===== src/rtl/ramp_pkg.sv =====
// Shared encodings for the ramp generator: mode codes, step-select codes and
// the step-select helper used by the ramp datapath.
package ramp_pkg;

  localparam logic [1:0] MODE_WRAP_UP   = 2'b00;
  localparam logic [1:0] MODE_SAT_UP    = 2'b01;
  localparam logic [1:0] MODE_TRIANGLE  = 2'b10;
  localparam logic [1:0] MODE_WRAP_DOWN = 2'b11;

  localparam logic [1:0] Y_ZERO  = 2'b00;
  localparam logic [1:0] Y_STEP1 = 2'b01;
  localparam logic [1:0] Y_STEP2 = 2'b10;
  localparam logic [1:0] Y_STEP3 = 2'b11;

  function automatic logic [31:0] step_sel(input logic [1:0] y,
                                           input logic [31:0] s1,
                                           input logic [31:0] s2,
                                           input logic [31:0] s3);
    case (y)
      Y_STEP1: return s1;
      Y_STEP2: return s2;
      Y_STEP3: return s3;
      default: return 32'd0;
    endcase
  endfunction

endpackage


===== src/rtl/ramp_gen_edge_det.sv =====
// Rising-edge detector for the delta tick. After reset it stays disarmed until
// the input has been seen low, so a level held through reset never fires.
module edge_det (
  input  logic clk,
  input  logic rst_n,
  input  logic in,
  output logic rise
);

  logic r_q;
  logic r_armed;

  always_ff @(posedge clk or negedge rst_n) begin
    if (!rst_n) begin
      r_q     <= 1'b0;
      r_armed <= 1'b0;
    end else begin
      r_q <= in;
      if (!in) r_armed <= 1'b1;
    end
  end

  assign rise = in & ~r_q & r_armed;

endmodule


===== src/rtl/ramp_gen.sv =====
// Multi-mode ramp generator: steps the output code once per delta rising edge
// in wrap-up, saturate-up, triangle or wrap-down mode, flagging wraps and saturation.
module ramp_gen
  import ramp_pkg::*;
#(
  parameter int WIDTH   = 12,
  parameter int MAX_VAL = 4095,
  parameter int STEP1   = 1,
  parameter int STEP2   = 16,
  parameter int STEP3   = 1290
) (
  input  logic             clk,
  input  logic             rst_n,
  input  logic             ramp_enb,
  input  logic [1:0]       Y,
  input  logic [1:0]       mode,
  input  logic             delta,
  output logic [WIDTH-1:0] out,
  output logic             dir,
  output logic             wrap_pulse,
  output logic             sat
);

  localparam int W1 = WIDTH + 1;
  localparam logic [W1-1:0]    LP_MAX   = W1'(MAX_VAL);
  localparam logic [W1-1:0]    LP_TOP   = W1'(MAX_VAL + 1);
  localparam logic [WIDTH-1:0] LP_MAX_W = WIDTH'(MAX_VAL);

  logic [WIDTH-1:0] r_out;
  logic             r_dir;
  logic             r_tri;
  logic             r_wrap;
  logic             r_sat;

  logic             w_tick;
  logic [W1-1:0]    w_step;
  logic [W1-1:0]    w_cur;
  logic [W1-1:0]    w_sum;
  logic [WIDTH-1:0] w_out_n;
  logic             w_tri_n;
  logic             w_dir_n;
  logic             w_wrap_n;
  logic             w_sat_n;

  edge_det u_edge_det (
    .clk  (clk),
    .rst_n(rst_n),
    .in   (delta),
    .rise (w_tick)
  );

  assign w_step = W1'(step_sel(Y, 32'(STEP1), 32'(STEP2), 32'(STEP3)));
  assign w_cur  = W1'(r_out);
  assign w_sum  = w_cur + w_step;

  always_comb begin
    w_out_n  = r_out;
    // Triangle direction restarts upward whenever triangle mode is (re)entered.
    w_tri_n  = (mode == MODE_TRIANGLE) ? r_tri : 1'b0;
    w_wrap_n = 1'b0;
    if (w_tick && (w_step != '0)) begin
      case (mode)
        MODE_WRAP_UP: begin
          if (w_sum > LP_MAX) begin
            w_out_n  = WIDTH'(w_sum - LP_TOP);
            w_wrap_n = 1'b1;
          end else begin
            w_out_n = WIDTH'(w_sum);
          end
        end
        MODE_SAT_UP: w_out_n = (w_sum > LP_MAX) ? LP_MAX_W : WIDTH'(w_sum);
        MODE_TRIANGLE: begin
          if (!w_tri_n) begin
            if (w_sum >= LP_MAX) begin
              w_out_n = LP_MAX_W;
              w_tri_n = 1'b1;
            end else begin
              w_out_n = WIDTH'(w_sum);
            end
          end else if (w_cur <= w_step) begin
            w_out_n  = '0;
            w_tri_n  = 1'b0;
            w_wrap_n = 1'b1;
          end else begin
            w_out_n = WIDTH'(w_cur - w_step);
          end
        end
        default: begin
          if (w_cur >= w_step) begin
            w_out_n = WIDTH'(w_cur - w_step);
          end else begin
            w_out_n  = WIDTH'(w_cur + LP_TOP - w_step);
            w_wrap_n = 1'b1;
          end
        end
      endcase
    end
    w_dir_n = (mode == MODE_TRIANGLE) ? w_tri_n : (mode == MODE_WRAP_DOWN);
    w_sat_n = (mode == MODE_SAT_UP) && (w_out_n == LP_MAX_W);
  end

  always_ff @(posedge clk or negedge rst_n) begin
    if (!rst_n) begin
      r_out  <= '0;
      r_dir  <= 1'b0;
      r_tri  <= 1'b0;
      r_wrap <= 1'b0;
      r_sat  <= 1'b0;
    end else if (!ramp_enb) begin
      r_out  <= '0;
      r_dir  <= 1'b0;
      r_tri  <= 1'b0;
      r_wrap <= 1'b0;
      r_sat  <= 1'b0;
    end else begin
      r_out  <= w_out_n;
      r_dir  <= w_dir_n;
      r_tri  <= w_tri_n;
      r_wrap <= w_wrap_n;
      r_sat  <= w_sat_n;
    end
  end

  assign out        = r_out;
  assign dir        = r_dir;
  assign wrap_pulse = r_wrap;
  assign sat        = r_sat;

endmodule

===== config.mk =====
export PLATFORM = sky130hd
export DESIGN_NAME = ramp_gen
export DESIGN_NICKNAME = d
export VERILOG_FILES = /design/src/rtl/ramp_pkg.sv /design/src/rtl/ramp_gen_edge_det.sv /design/src/rtl/ramp_gen.sv
export SDC_FILE = /design/constraint.sdc
export NUM_CORES = 1
export LEC_CHECK = 0
export CORE_ASPECT_RATIO = 0.7
export CORE_MARGIN = 2
export CORE_UTILIZATION = 59
export DETAILED_ROUTE_END_ITERATION = 10
export PLACE_DENSITY = 0.82
export SYNTH_ARGS = -nofsm -noshare
export SYNTH_HDL_FRONTEND = slang
export SYNTH_SLANG_ARGS = --single-unit
export TNS_END_PERCENT = 1

===== constraint.sdc =====
create_clock -name clk -period 4.3 [get_ports clk]
set_clock_uncertainty 0.15 [all_clocks]
set_input_delay 0.86 -clock clk [delete_from_list [all_inputs] [get_ports clk]]
set_output_delay 0.86 -clock clk [all_outputs]
set_load 0.005 [all_outputs]

Word-level counts from Yosys, hierarchy flattened
Cells that the tools add are included.

Bits in registers: 18. Output and inout bits: 15. Input port bits: 8. Logic and storage cells: 57.

Mux-type cells: 27. Eq/ne operators: 7. Order comparisons: 4. $add $sub $neg: 5. Bitwise logic cells: 3. Reductions and logical operators: 4.

Operators by type and width (number): $mux W12 (8); $pmux W12 S3 (1); $pmux W11 S3 (1); $sub A12 B12 Y12 (2); $mux W1 (16); $add A12 B11 Y13 (1); $ge A12 B13 Y1 (1); $ge A13 B12 Y1 const B (1); $gt A13 B12 Y1 const B (1); $le A12 B13 Y1 (1); $reduce_bool A13 Y1 (1); $add A12 B1 Y12 const B (1); $eq A12 B12 Y1 const B (1); $sub A12 B1 Y12 const B (1); $eq A2 B2 Y1 const B (4); $eq A2 B1 Y1 const B (2); $pmux W1 S3 (1); $and A1 B1 Y1 (2); $logic_and A1 B1 Y1 (2); $logic_not A2 Y1 (1); $not A1 Y1 (1).

Longest topological paths before layout
Depth after elaboration: 11. Mapped depth: 13. Gate-level depth less buffers: 13.

Modules after synthesis
Synthesis repeated with hierarchy kept, for this count alone.

Cell total of the unflattened synthesis: 320. Area total of the unflattened synthesis: 2432.3 µm².

By module, submodules not included: ramp_gen (seq. area each 400.4 µm², area each 2367.3 µm², instances 1, cells an instance 316); edge_det (seq. area each 50.0 µm², area each 65.1 µm², instances 1, cells an instance 4).

Least setup slack after synthesis
Ideal clock, no wire load.

Path kind: input -> register. Start point: input Y[0]. End point: register r_sat, in the netlist sat. Setup time: 0.068 ns. Setup slack: 0.592 ns. Required time: 4.082 ns. Arrival: 3.490 ns. Stages: 12. Path buffers: 0. Path through: nand2_1 inv_1 fa_1 and4bb_2 o31ai_1 xor2_1 nor4_1 o2111ai_1 a211oi_1 o22ai_1 nor4_1 and4bb_1.

Word-level cells in the longest chain between the ends: 11. Elaborated cells on any way between the ends: 25. Those cells by class: add/sub: 4; order compare: 4; eq/ne: 4; mux: 10; reduce/logical: 3.

RTL lines: start, declared (RTL line ramp_gen.sv:15) `input logic [1:0] Y,`; $eq A2 B2 Y1 / $eq A2 B1 Y1 (equally long branches) (RTL line ramp_pkg.sv:19) `case (y)`; $pmux W11 S3 (*) (RTL line ramp_pkg.sv:19); $add A12 B11 Y13 (RTL line ramp_gen.sv:54) `assign w_sum = w_cur + w_step;`; $ge A13 B12 Y1 (RTL line ramp_gen.sv:74) `if (w_sum >= LP_MAX) begin`; $mux W12 (RTL line ramp_gen.sv:74); $mux W12 (RTL line ramp_gen.sv:73) `if (!w_tri_n) begin`; $pmux W12 S3 (RTL line ramp_gen.sv:62) `case (mode)`; $mux W12 (*) (RTL line ramp_gen.sv:61) `if (w_tick && (w_step != '0)) begin`; $eq A12 B12 Y1 (*) (RTL line ramp_gen.sv:99) `w_sat_n = (mode == MODE_SAT_UP) && (w_out_n == LP_MAX_W);`; $logic_and A1 B1 Y1 (*) (RTL line ramp_gen.sv:99); $mux W1 (*) (RTL line ramp_gen.sv:109) `end else if (!ramp_enb) begin`; end signal, assigned (RTL line ramp_gen.sv:120) `r_sat <= w_sat_n;`; end, declared (RTL line ramp_gen.sv:33) `logic r_sat;`.

Mark *: on every way between the ends. The rest lies on a longest branch, timed or not. A chain may end at the register's enable or synchronous reset.

Final worst setup path
Ends and elaborated chain as after synthesis.

==> impl_metrics.env <==
export IMPL_status="finished clean"
export IMPL_wl_per_cell_um=19.9
export IMPL_drt_iter0_drc=407
export IMPL_yosys_warnings=0
export IMPL_numClockSinks=18
export IMPL_r2r_end="sat"
export IMPL_tns_ns=0
export IMPL_synth_top_area_share_pct=18.2
export IMPL_hp_class="flip-flop to flip-flop"
export IMPL_yosys_area_top_type="dfrtp_1"
export IMPL_portBuffers=22
export IMPL_cts_htree_levels=1
export IMPL_grt_total_usage_pct=38.6
export IMPL_cp_max_fo=6
export IMPL_rrSetupSlack_ns=0.84
export IMPL_cts_buffers=3
export IMPL_crit_required_ns=4.34
export IMPL_fin_crit_sh_pct=99.4
export IMPL_coreArea_um2=3970
export IMPL_tritoncts="done"
export IMPL_place_congestion=1.05
export IMPL_endpoint_kind="flip-flop"
export IMPL_pin_count=23
export IMPL_antenna_cells=0
export IMPL_power_switching_uw=277
export IMPL_fp_dieArea_um2=4730
export IMPL_p_clk_share_pct=16.3
export IMPL_crit_type="input pin to flip-flop"
export IMPL_clock_latency_ns=0.25
export IMPL_endpoint="sat"
export IMPL_fin_crit_ns=4.28
export IMPL_power_density_nw_per_um2=218
export IMPL_clkTransAtPathRegs_ns=0.06
export IMPL_worst_pin_slew_ns=0.801
export IMPL_synth_seq_cells=18
export IMPL_sw_frac_of_total_pct=39.5
export IMPL_wl_um=8840
export IMPL_power_frac_comb_pct=55.6
export IMPL_drc=0
export IMPL_start_kind="input pin"
export IMPL_leakagePower_nw=1.42
export IMPL_fmax_mhz=234
export IMPL_die_w_um=81.4
export IMPL_syn_area_um2=2470
export IMPL_ys_seq_area_share_pct=18.2
export IMPL_yosys_top_cells_count="35 x nor2_1, 24 x nand2_1, 22 x o21ai_0"
export IMPL_synth_most_common_cell="nor2_1"
export IMPL_dpl_cell_area_um2=3080
export IMPL_grt_max_degree=22
export IMPL_cts_root_buf="clkbuf_8"
export IMPL_peakVddDrop_mv=0.191
export IMPL_hold_viol_final=0
export IMPL_crit_start="Y[0]"
export IMPL_fin_ws_ns=0.0246
export IMPL_seqCellArea_um2=450
export IMPL_syn_nets=352
export IMPL_cts_hold_buffers=0
export IMPL_fillers=282
export IMPL_first_global_vias=2787
export IMPL_grt_pass1_wl_um=13800
export IMPL_design_area_um2=3220
export IMPL_arrival_ns=4.31
export IMPL_stdcell_count=445
export IMPL_clk_path_buf_depth=2
export IMPL_place_detailed_hpwl_um=6640
export IMPL_die_y_um=58.2
export IMPL_initial_core_util_pct=62.3
export IMPL_synthToLayoutAreaGrowth_pct=30.2
export IMPL_drv_slew=0
export IMPL_synth_area_top_cells="dfrtp_1 18%, ha_1 7.1%, nor2_1 5.3%"
export IMPL_netlist_instances=328
export IMPL_first_pass_iters=5
export IMPL_overflow=0
export IMPL_multi_input_area_um2=1940
export IMPL_synthArstFlopShare_pct=100
export IMPL_dp_cells=437
export IMPL_antenna_found_initial=0
export IMPL_fin_nets=419
export IMPL_maxSlewHeadroom_pct=46.4
export IMPL_holdWs_ns=0.325
export IMPL_place_ws_ns=-0.262
export IMPL_fp_row_count=19
export IMPL_syn_avg_cell_area_um2=7.54
export IMPL_finalSetupViolCount=0
export IMPL_synthDistinctLibCells=73
export IMPL_synth_flop_cell="dfrtp_1"
export IMPL_vias=3068
export IMPL_synth_edf_count=0
export IMPL_via_per_inst=6.89
export IMPL_seqPwrFrac_pct=28.1
export IMPL_power_internal_uw=425
export IMPL_reg2reg_from="out[4]"
export IMPL_r2r_cells=12
export IMPL_maxCapViolCount=0
export IMPL_layout_drive_gt1_share_pct=22.6
export IMPL_ant_nets=0
==> placed cells by master (no fill, tap or decap), types with 3 or more instances in the layout <==
| cell | instances |
|---|---|
| a211o_1 | 3 |
| a211oi_1 | 4 |
| a21oi_1 | 20 |
| a221oi_1 | 3 |
| a31oi_1 | 6 |
| and2_1 | 6 |
| buf_4 | 61 |
| clkbuf_8 | 3 |
| clkdlybuf4s50_1 | 21 |
| dfrtp_1 | 18 |
| ha_1 | 14 |
| inv_1 | 10 |
| nand2_1 | 23 |
| nand2b_1 | 9 |
| nand3_1 | 8 |
| nand3b_1 | 3 |
| nand4_1 | 3 |
| nor2_1 | 35 |
| nor3_1 | 12 |
| nor4_1 | 4 |
| o211a_1 | 3 |
| o211ai_1 | 5 |
| o21a_1 | 8 |
| o21ai_0 | 22 |
| o221ai_1 | 4 |
| o22ai_1 | 3 |
| o31ai_1 | 4 |
| or3_1 | 5 |
| xnor2_1 | 4 |
| xor2_1 | 5 |
==> critical path: stages <==
cell             delay, ns
clkdlybuf4s50_1       0.47
nand2b_1              0.20
ha_1                  0.34
buf_4                 0.20
nor3b_2               0.20
o21ai_1               0.16
a2111oi_0             0.52
a211o_1               0.26
buf_4                 0.14
a211oi_1              0.04
nor3_1                0.31
nand2b_1              0.11
nor4_1                0.27
and4bb_1              0.21
==> cells by family (layout without fill, tap and decap cells) <==
logic type / Yosys count / count (layout) / share of synthesized area, %
adder cells (fa/ha/maj): 16 / 16 / 8.70
AND/OR/NAND/NOR: 138 / 138 / 30.4
buffers and inverters: 32 / 97 / 5.92
multiplexers: 2 / 2 / 0.860
XOR/XNOR: 9 / 9 / 3.19
flip-flops: 18 / 18 / 18.2
AO/OA/AOI/OAI: 113 / 113 / 32.7
==> how the worst min path moves through the flow <==
stage	start	end	slack, ns	depth (start not counted)
CTS	u_edge_det.r_armed	u_edge_det.r_armed	0.33	1
global placement	u_edge_det.r_armed	u_edge_det.r_armed	0.30	1
finish	u_edge_det.r_armed	u_edge_det.r_armed	0.33	1
detailed placement	u_edge_det.r_armed	u_edge_det.r_armed	0.31	1
global route	u_edge_det.r_armed	u_edge_det.r_armed	0.34	1
floorplan	u_edge_det.r_armed	u_edge_det.r_armed	0.29	1
==> power groups by stage <==
stage	clock [mW]	combinational (mW)	sequential, mW
floorplan	0	0.205	0.188
global placement	0	0.351	0.199
detailed placement	0	0.354	0.199
CTS	0.117	0.358	0.196
global route	0.123	0.414	0.199
finish	0.114	0.390	0.198
==> per-stage QoR <==
| stage | total power, mW | util (%) |
|---|---|---|
| floorplan | 0.393 | - |
| global placement | 0.550 | 77.5 |
| detailed placement | 0.554 | 77.5 |
| CTS | 0.671 | 78.6 |
| global route | 0.736 | 81.1 |
| finish | 0.703 | 81.1 |
==> registers in the layout, summed over array words and instances, names as in the netlist <==
signal / count
dir: 1
out: 12
r_tri: 1
sat: 1
u_edge_det.r_armed: 1
u_edge_det.r_q: 1
wrap_pulse: 1
==> per-layer routing <==
| layer | global-route usage (%) | part of all wire, % |
|---|---|---|
| met5 | 0 | 0 |
| met2 | 56.2 | 43 |
| met3 | 10.7 | 14 |
| met1 | 55.0 | 41 |
| met4 | 12.8 | 2.1 |
==> final cells by class <==
cell class              count  area share, %
clock buffers               3           1.28
inverters                  11           1.28
multi-input cells         278           60.3
flip-flops and latches     18           14.0
well taps                  52           2.02
repair buffers             83           21.1
==> what timing repair did <==
action,in CTS,in global routing
resized for setup,0,14
buffers inserted,0,5
setup endpoints to repair,0,2
No activity file was read; power rests on OpenSTA's default activity.
